==> src/rtl/maple_line_decoder.sv <==
// Maple bus line-level receiver.
// Synchronises sdcka/sdckb, detects line edges, recognises the start pattern,
// recovers bits MSB first into bytes and recognises the end pattern.
// Optional build macro MAPLE_RX_CHECKSUM_EN: the XOR of all bytes in a frame
// must be zero, and the frame must contain at least one byte, for the end
// pattern to report frame_done; otherwise frame_err is pulsed instead.
//
// state    | meaning
// ---------+-------------------------------------------------------------
// IDLE     | bus idle, waiting for A to fall while B is high
// START    | A held low, counting B falls of the start pattern
// DATA_A   | next bit is clocked by an A fall, data on B
// DATA_B   | next bit is clocked by a B fall, data on A
// END_CHK  | leading 0 seen on A fall: either a 0 data bit or an end pattern
// END_WAIT | end pattern seen, waiting for B to rise

module maple_line_decoder #(
    parameter int SYNC_STAGES    = 2,
    parameter int TIMEOUT_CYCLES = 4096,
    parameter int TMR_W          = 13
) (
    input  logic       clk,
    input  logic       reset,
    input  logic       sdcka,
    input  logic       sdckb,
    output logic       busy,
    output logic       write,
    output logic [7:0] data,
    output logic       frame_done,
    output logic       frame_err
);

    typedef enum logic [2:0] {
        IDLE, START, DATA_A, DATA_B, END_CHK, END_WAIT
    } state_t;

    localparam logic [TMR_W-1:0] TMR_LOAD = TMR_W'(TIMEOUT_CYCLES - 1);

    logic [SYNC_STAGES-1:0] sync_a, sync_b;
    logic                   a_q, b_q;
    logic                   a_s, b_s;
    logic                   a_fall, a_rise, b_fall, b_rise, any_evt;

    state_t           state_q, state_d;
    logic [2:0]       bcnt_q, bcnt_d;
    logic [2:0]       bitcnt_q, bitcnt_d;
    logic [7:0]       shreg_q, shreg_d;
    logic [7:0]       data_d;
    logic [7:0]       b_byte;
    logic [TMR_W-1:0] tmr_q, tmr_d;
    logic             write_d, done_d, err_d;
`ifdef MAPLE_RX_CHECKSUM_EN
    logic [7:0]       csum_q, csum_d;
    logic             got_q, got_d;
`endif

    // Input synchronisers preset to the idle-high level, plus one edge-detect stage.
    always_ff @(posedge clk or negedge reset) begin
        if (!reset) begin
            sync_a <= '1;
            sync_b <= '1;
            a_q    <= 1'b1;
            b_q    <= 1'b1;
        end else begin
            sync_a <= {sync_a[SYNC_STAGES-2:0], sdcka};
            sync_b <= {sync_b[SYNC_STAGES-2:0], sdckb};
            a_q    <= sync_a[SYNC_STAGES-1];
            b_q    <= sync_b[SYNC_STAGES-1];
        end
    end

    assign a_s     = sync_a[SYNC_STAGES-1];
    assign b_s     = sync_b[SYNC_STAGES-1];
    assign a_fall  = a_q & ~a_s;
    assign a_rise  = ~a_q & a_s;
    assign b_fall  = b_q & ~b_s;
    assign b_rise  = ~b_q & b_s;
    assign any_evt = a_fall | a_rise | b_fall | b_rise;
    assign b_byte  = {shreg_q[6:0], a_s};
    assign busy    = (state_q != IDLE);

    // State, datapath and registered output pulses.
    always_ff @(posedge clk or negedge reset) begin
        if (!reset) begin
            state_q    <= IDLE;
            bcnt_q     <= '0;
            bitcnt_q   <= '0;
            shreg_q    <= '0;
            tmr_q      <= TMR_LOAD;
            data       <= '0;
            write      <= 1'b0;
            frame_done <= 1'b0;
            frame_err  <= 1'b0;
`ifdef MAPLE_RX_CHECKSUM_EN
            csum_q     <= '0;
            got_q      <= 1'b0;
`endif
        end else begin
            state_q    <= state_d;
            bcnt_q     <= bcnt_d;
            bitcnt_q   <= bitcnt_d;
            shreg_q    <= shreg_d;
            tmr_q      <= tmr_d;
            data       <= data_d;
            write      <= write_d;
            frame_done <= done_d;
            frame_err  <= err_d;
`ifdef MAPLE_RX_CHECKSUM_EN
            csum_q     <= csum_d;
            got_q      <= got_d;
`endif
        end
    end

    // Next-state logic; aborts (simultaneous falls, timeout) take priority over bit handling.
    always_comb begin
        state_d  = state_q;
        bcnt_d   = bcnt_q;
        bitcnt_d = bitcnt_q;
        shreg_d  = shreg_q;
        data_d   = data;
        write_d  = 1'b0;
        done_d   = 1'b0;
        err_d    = 1'b0;
        if (any_evt || state_q == IDLE)
            tmr_d = TMR_LOAD;
        else if (tmr_q != '0)
            tmr_d = tmr_q - TMR_W'(1);
        else
            tmr_d = tmr_q;
`ifdef MAPLE_RX_CHECKSUM_EN
        csum_d = csum_q;
        got_d  = got_q;
`endif

        if (a_fall && b_fall) begin
            err_d   = 1'b1;
            state_d = IDLE;
        end else if (state_q != IDLE && !any_evt && tmr_q == '0) begin
            err_d   = 1'b1;
            state_d = IDLE;
        end else begin
            case (state_q)
                IDLE: begin
                    if (a_fall && b_s) begin
                        state_d = START;
                        bcnt_d  = '0;
`ifdef MAPLE_RX_CHECKSUM_EN
                        csum_d  = '0;
                        got_d   = 1'b0;
`endif
                    end
                end
                START: begin
                    if (b_fall && bcnt_q != 3'd7)
                        bcnt_d = bcnt_q + 3'd1;
                    if (a_rise) begin
                        if (bcnt_q == 3'd4) begin
                            state_d  = DATA_A;
                            bitcnt_d = '0;
                        end else begin
                            err_d   = 1'b1;
                            state_d = IDLE;
                        end
                    end
                end
                DATA_A: begin
                    if (a_fall) begin
                        shreg_d  = {shreg_q[6:0], b_s};
                        bitcnt_d = bitcnt_q + 3'd1;
                        state_d  = (bitcnt_q == 3'd0 && !b_s) ? END_CHK : DATA_B;
                    end
                end
                DATA_B, END_CHK: begin
                    if (b_fall) begin
                        shreg_d  = b_byte;
                        bitcnt_d = bitcnt_q + 3'd1;
                        state_d  = DATA_A;
                        if (bitcnt_q == 3'd7) begin
                            data_d  = b_byte;
                            write_d = 1'b1;
`ifdef MAPLE_RX_CHECKSUM_EN
                            csum_d  = csum_q ^ b_byte;
                            got_d   = 1'b1;
`endif
                        end
                    end else if (state_q == END_CHK && a_fall && !b_s) begin
                        // End pattern: the tentative leading 0 was not data.
                        bitcnt_d = '0;
                        state_d  = END_WAIT;
                    end
                end
                END_WAIT: begin
                    if (b_rise) begin
                        state_d = IDLE;
`ifdef MAPLE_RX_CHECKSUM_EN
                        if (csum_q != 8'h00 || !got_q)
                            err_d = 1'b1;
                        else
                            done_d = 1'b1;
`else
                        done_d = 1'b1;
`endif
                    end
                end
                default: state_d = IDLE;
            endcase
        end
    end

endmodule
==> config.mk <==
export PLATFORM = sky130hd
export DESIGN_NAME = maple_line_decoder
export DESIGN_NICKNAME = d
export VERILOG_FILES = /design/src/rtl/maple_line_decoder.sv
export SDC_FILE = /design/constraint.sdc
export NUM_CORES = 1
export LEC_CHECK = 0
export BUFFER_PORTS_ARGS = -buffer_cell sky130_fd_sc_hd__buf_4
export CAP_MARGIN = 40
export CORE_MARGIN = 2
export CORE_UTILIZATION = 25
export DETAILED_ROUTE_END_ITERATION = 16
export GPL_TIMING_DRIVEN = 1
export MAX_ROUTING_LAYER = met4
export PLACE_DENSITY_LB_ADDON = 0.08
export SKIP_CTS_REPAIR_TIMING = 1
export SLEW_MARGIN = 40
export SYNTH_ARGS = -nofsm -noshare
export SYNTH_HDL_FRONTEND = slang
export SYNTH_SLANG_ARGS = --single-unit
==> constraint.sdc <==
create_clock -name clk -period 3.1 [get_ports clk]
set_clock_uncertainty 0.05 [all_clocks]
set_input_delay 0.465 -clock clk [delete_from_list [all_inputs] [get_ports clk]]
set_output_delay 0.465 -clock clk [all_outputs]
set_load 0.01 [all_outputs]
==> metrics.md, run 1 <==
| Metric | Value |
|---|---|
| Worst endpoint data arrival time | `2910 ps` |
| Port buffer count | `15` |
| Most common cell after layout, fill and taps aside | `dfrtp_1` |
| Final hold violations | `0` |
| EDFF count, synth | `0` |
| Leak | `1.21 nW` |
| Overall power | `1.66 mW` |
| Placed cells | `368` |
| Hpwl dp | `3640 um` |
| Max IR drop VDD | `0.000153 V` |
| Number of synthesis warnings | `0` |
| Fin crit period | `2770 ps` |
| Synth unique cells | `56` |
| Fin nets | `256` |
| Synth Cell Area | `0.00247 sq mm` |
| Reg clk slew, reported paths | `90 ps` |
| Share of cells above drive strength 1 | `32.9%` |
| Vias in the first global route | `1624` |
| Final setup viols | `0` |
| CP required | `3240 ps` |
| Rows | `36` |
| Register bit total from synthesis | `46` |
| DR WL/cell | `13.8 um` |
| Routed via count | `1642` |
| Slew HR | `47.6%` |
| DRT antenna net count | `0` |
| RSZ-0062 raised after global routing | `no` |
| First-pass DRT Iterations | `5` |
| Type of the tightest min-delay check | `primary input to asynchronous set/reset pin` |
| Pre-CTS setup slack | `317 ps` |
| Status | `finished, final reports clean` |
| Pwr Density | `589 mW/mm^2` |
| Global route overflow | `0` |
| Area contributors post-synth | `dfrtp_1 (28%), dfstp_2 (19%), ha_1 (5.1%), mux2_4 (4.9%), mux2_2 (3.6%)` |
| Max-capacitance violation count | `0` |
| Pin count of the biggest net entering global routing | `47` |
| Routed WL | `5170 um` |
| Syn nets | `236` |
| Setup TNS | `0 ps` |
| GPL Wtd Cong | `0.755` |
| Critical R2R Launch | `tmr_q[0]` |
| P&R area growth vs syn | `13.9%` |
| Max FO, Critical Path | `9` |
| Syn avg cell area | `11.1 sq um` |
| Fmax | `0.361 GHz` |
| Starting Density | `25.6%` |
| CP Capture Type | `register` |
| Mapped Cells | `222` |
| Path depth of the worst reg2reg path | `7` |
| TritonCTS clock tree | `done` |
| Share of the synthesized area in the top cell type | `28.3%` |
| Min Hold Slack | `115 ps` |
| Top-Level Pins | `16` |
| Sink Count | `46` |
| Residual DRC | `0` |
| Global-route wire length before repair | `8500 um` |
| Final non-filler cell total | `376` |
| Commonest cells after routing, fill and taps aside | `dfrtp_1 (28), nand2_1 (24), buf_4 (21)` |
| Placeable Area | `0.00968 sq mm` |
| Iter 0 DRT Violations | `45` |
| Die Height | `103 um` |
| Clock Tree Buf Depth | `2` |
| Number of diodes | `0` |
| CTS root buf | `clkbuf_8` |
| Worst skew pair latency | `290 ps` |
| # H-tree levels | `2` |
| Final critical-path setup slack | `328 ps` |
| Sequential area share after synthesis | `47.4%` |
| Die area | `0.0107 sq mm` |
| R2R Path End | `data[5]` |
| Cell taking the most area after synthesis | `dfrtp_1` |
| Tot GR Track Use | `10.7%` |
| R2r setup slk | `330 ps` |
| Worst-margin pin slew | `776 ps` |
| Main synth FF type | `dfrtp_1` |
| CP startpoint kind | `register` |
| DR vias/cell | `4.37` |
| Critical path class | `register to register` |
| Clock buffers created by TritonCTS | `5` |
| Initial antenna violation count | `0` |
| Die Width | `103 um` |
| Max Slew Vio Count | `0` |
| Ys async rst share | `100%` |
| Fin crit share | `89.4%` |
==> registers in the layout (all words and copies together) (netlist names) <==
signal / count
bitcnt_q: 3
write: 1
sync_a: 2
sync_b: 2
state_q: 3
bcnt_q: 3
shreg_q: 7
frame_done: 1
b_q: 1
a_q: 1
frame_err: 1
data: 8
tmr_q: 13
==> how the worst max path moves through the flow <==
stage / endpoint / slack (ps) / startpoint
global placement: data[3] / 370 / tmr_q[0]
detailed placement: data[5] / 320 / tmr_q[0]
CTS: data[5] / 300 / tmr_q[0]
finish: data[5] / 330 / tmr_q[0]
floorplan: data[0] / 580 / tmr_q[0]
global route: data[5] / 200 / tmr_q[0]
==> synth_stat cells, drive strengths merged (3+ instances only) <==
| library cell | count |
|---|---|
| xnor2 | 6 |
| dfrtp | 28 |
| dfstp | 18 |
| inv | 16 |
| nor3b | 4 |
| ha | 10 |
| nor2 | 5 |
| or2b | 4 |
| or4 | 3 |
| o21ai | 12 |
| nor4 | 4 |
| clkbuf | 5 |
| mux2i | 8 |
| nand2 | 24 |
| nor3 | 8 |
| or3 | 4 |
| a21oi | 3 |
| nand3b | 5 |
| mux2 | 16 |
| nand3 | 5 |
==> through the flow <==
| stage | util (%) | instance area (sq um) |
|---|---|---|
| floorplan | - | 2470 |
| global placement | 28.1 | 2720 |
| detailed placement | 28.2 | 2730 |
| CTS | 29.1 | 2820 |
| global route | 29.1 | 2820 |
| finish | 29.1 | 2820 |
==> worst max-delay path: stages (launching register included) <==
cell,delay [ps]
dfstp_2,400
inv_1,70
ha_1,130
or4b_1,510
or4_1,590
o21ai_4,300
or3_4,290
mux2_4,320
==> metal layers <==
layer / track usage, % / up-vias / part of all wire [%]
li1: - / 828 / -
met1: 15.1 / 794 / 51
met2: 15.4 / 18 / 46
met3: 2.49 / 2 / 2.6
met4: 3.04 / 0 / 0.60
met5: - / - / 0
==> cell type report <==
type,instances,area (sq um)
Clock inverter,3,21.3
Sequential cell,46,1170
Timing Repair Buffer,21,158
Fill cell,1001,6870
Tap cell,133,166
Inverter,16,60.1
Multi-Input combinational cell,152,1170
Clock buffer,5,68.8
==> where the power goes <==
part	total, mW	switching [mW]	internal (mW)
clock network	0.378	0.219	0.159
registers	0.721	0.0571	0.664
logic	0.561	0.312	0.250
==> kinds of logic after synthesis <==
kind of cell    Yosys count  share of synthesized area, %
simple gates             80                          19.0
flops                    46                          47.4
compound gates           31                          8.80
buf+inv                  24                          5.51
mux                      24                          11.7
fa+ha+maj                10                          5.06
xor+xnor                  7                          2.48
Note: power is estimated with default switching activity, not from simulation.
==> run 2: changes to the inputs <==
--- a/config.mk
+++ b/config.mk
@@ -12,7 +12,7 @@
 export DETAILED_ROUTE_END_ITERATION = 16
 export GPL_TIMING_DRIVEN = 1
 export MAX_ROUTING_LAYER = met4
-export PLACE_DENSITY_LB_ADDON = 0.08
+export PLACE_DENSITY = 0.36
 export SKIP_CTS_REPAIR_TIMING = 1
 export SLEW_MARGIN = 40
 export SYNTH_ARGS = -nofsm -noshare
==> run 2 against run 1 <==
Compared with the run above: sequential cell count did not move; combinational power is 1% lower; global-route usage decreased by 0.068 points; total power is 0.23% lower; final cell count shrank 0.53%; clock power grew 5.6%; count of clock-buffer cells in the layout unchanged; register-to-register slack improved by 30 ps; core utilization is 0.18 points lower; fmax is 0.95% higher; sequential share of layout area is 0.26 points higher; critical path type unchanged; largest cell class unchanged; highest routed layer unchanged.
==> metrics.md, run 2 (synthesis results as in run 1) <==
| Metric | Value |
|---|---|
| Fmax | `0.364 GHz` |
| Routed via count | `1641` |
| Worst endpoint data arrival time | `2890 ps` |
| Final Core Density | `28.9%` |
| Placeable Area | `0.00968 sq mm` |
| Share of cells above drive strength 1 | `32.0%` |
| Status | `finished, final reports clean` |
| Die Height | `103 um` |
| Pwr Density | `591 mW/mm^2` |
| CP top delay family | `simple AND/OR/NAND/NOR gates` |
| P&R area growth vs syn | `13.2%` |
| NetSw | `0.594 mW` |
| Port buffer count | `15` |
| Switching Fraction | `35.8%` |
| Most common cell after layout, fill and taps aside | `dfrtp_1` |
| Tot GR Track Use | `10.7%` |
| Commonest cells after routing, fill and taps aside | `dfrtp_1 (28), nand2_1 (24), buf_4 (19)` |
| Crit path from | `tmr_q[0]` |
| CP required | `3250 ps` |
| Clock Tree Buf Depth | `2` |
| Iter 0 DRT Violations | `37` |
| Fin crit share | `88.6%` |
| Final hold violations | `0` |
| CTS root buf | `clkbuf_8` |
| Global-route wire length before repair | `8460 um` |
| Critical path, cell by cell | `inv_1 -> ha_1 -> or4b_1 -> or4_1 -> o21ai_4 -> or3_4 -> mux2_4` |
| Die area | `0.0107 sq mm` |
| Number of diodes | `0` |
| # H-tree levels | `2` |
| Critical path class | `register to register` |
| Slew HR | `45.6%` |
| Min Hold Slack | `90.6 ps` |
| Max Slew Vio Count | `0` |
| Crit-path slowest cell | `or4_1` |
| Fin crit period | `2750 ps` |
| DRT antenna net count | `0` |
| DR vias/cell | `4.39` |
| Final critical-path setup slack | `354 ps` |
| Clk pwr share | `24.1%` |
| Fin nets | `254` |
| RSZ-0062 raised after global routing | `no` |
| Worst skew pair latency | `310 ps` |
| Critical R2R Launch | `tmr_q[0]` |
| Global route overflow | `0` |
| Largest regs | `tmr_q x13, data x8, shreg_q x7` |
| Setup TNS | `0 ps` |
| CP Capture Type | `register` |
| Starting Density | `25.6%` |
| Die Width | `103 um` |
| Max FFs per register | `13` |
| GPL Wtd Cong | `0.755` |
| CP Buf/Inv Count | `1` |
| Type of the tightest min-delay check | `primary input to asynchronous set/reset pin` |
| Int Pwr | `1.06 mW` |
| Vias in the first global route | `1650` |
| Final setup viols | `0` |
| Max-capacitance violation count | `0` |
| CP startpoint kind | `register` |
| Max IR drop VDD | `0.000170 V` |
| Worst-margin pin slew | `808 ps` |
| Seq pwr share | `42.4%` |
| Max FO, Critical Path | `9` |
| Pre-CTS setup slack | `339 ps` |
| Rows | `36` |
| Reg clk slew, reported paths | `100 ps` |
| Combinational fraction of design power | `33.5%` |
| Clock buffers created by TritonCTS | `5` |
| Initial antenna violation count | `0` |
| Sink Count | `46` |
| DR WL/cell | `13.7 um` |
| Hpwl dp | `3620 um` |
| CP max stage delay | `580 ps` |
| Pin count of the biggest net entering global routing | `47` |
| Routed WL | `5140 um` |
| Leak | `1.20 nW` |
| Top-Level Pins | `16` |
| Biggest register | `tmr_q` |
| First-pass DRT Iterations | `4` |
| Residual DRC | `0` |
| TritonCTS clock tree | `done` |
run 2: cell count changes in the layout (fill, tap and decap cells not counted):
cell	delta
buf_4	-2
clkinv_2	-1
inv_6	+1
nor4_1	+1
nor4_2	-1
run 2: path summary, 6_finish.rpt:
check	to	slack, ps	cells past startpoint
min reg2reg	sync_a[1]	310	0
max in group asynchronous	frame_done	2500	1
max reg2reg	data[0]	350	7
max	data[0]	350	7
min	bcnt_q[0]	90	1
min in group clk	sync_b[0]	200	1
run 2: stage by stage:
stage	area [sq um]	power (mW)	std cells
after floorplan	2470	1.11	222
after global placement	2710	1.28	366
after detailed placement	2710	1.28	366
after CTS	2800	1.69	374
after global routing	2800	1.78	374
final	2800	1.66	374
run 2: final cells by class:
| cell class | count | area, sq um |
|---|---|---|
| multi-input cells | 152 | 1160 |
| well taps | 133 | 166 |
| clock inverters | 3 | 25.0 |
| repair buffers | 19 | 143 |
| fillers | 1025 | 6880 |
| flip-flops and latches | 46 | 1170 |
| clock buffers | 5 | 68.8 |
| inverters | 16 | 60.1 |
run 2: routing by layer:
metal / vias up / track usage (%) / share of wire, %
li1: 822 / - / -
met1: 790 / 14.9 / 52
met2: 19 / 15.5 / 44
met3: 10 / 2.22 / 2.5
met4: 0 / 3.34 / 1.2
met5: - / - / 0
run 2: worst reg2reg max path: stages (launching register included):
cell and delay, ps:
dfstp_2 390, inv_1 80, ha_1 140, or4b_1 510
or4_1 580, o21ai_4 290, or3_4 280, mux2_4 310
run 2: power by group through the flow:
stage | Combinational (mW) | Sequential, mW | Clock (mW)
finish | 0.554 | 0.703 | 0.399
global route | 0.623 | 0.713 | 0.445
CTS | 0.568 | 0.704 | 0.421
detailed placement | 0.564 | 0.716 | 0
global placement | 0.568 | 0.715 | 0
floorplan | 0.399 | 0.712 | 0
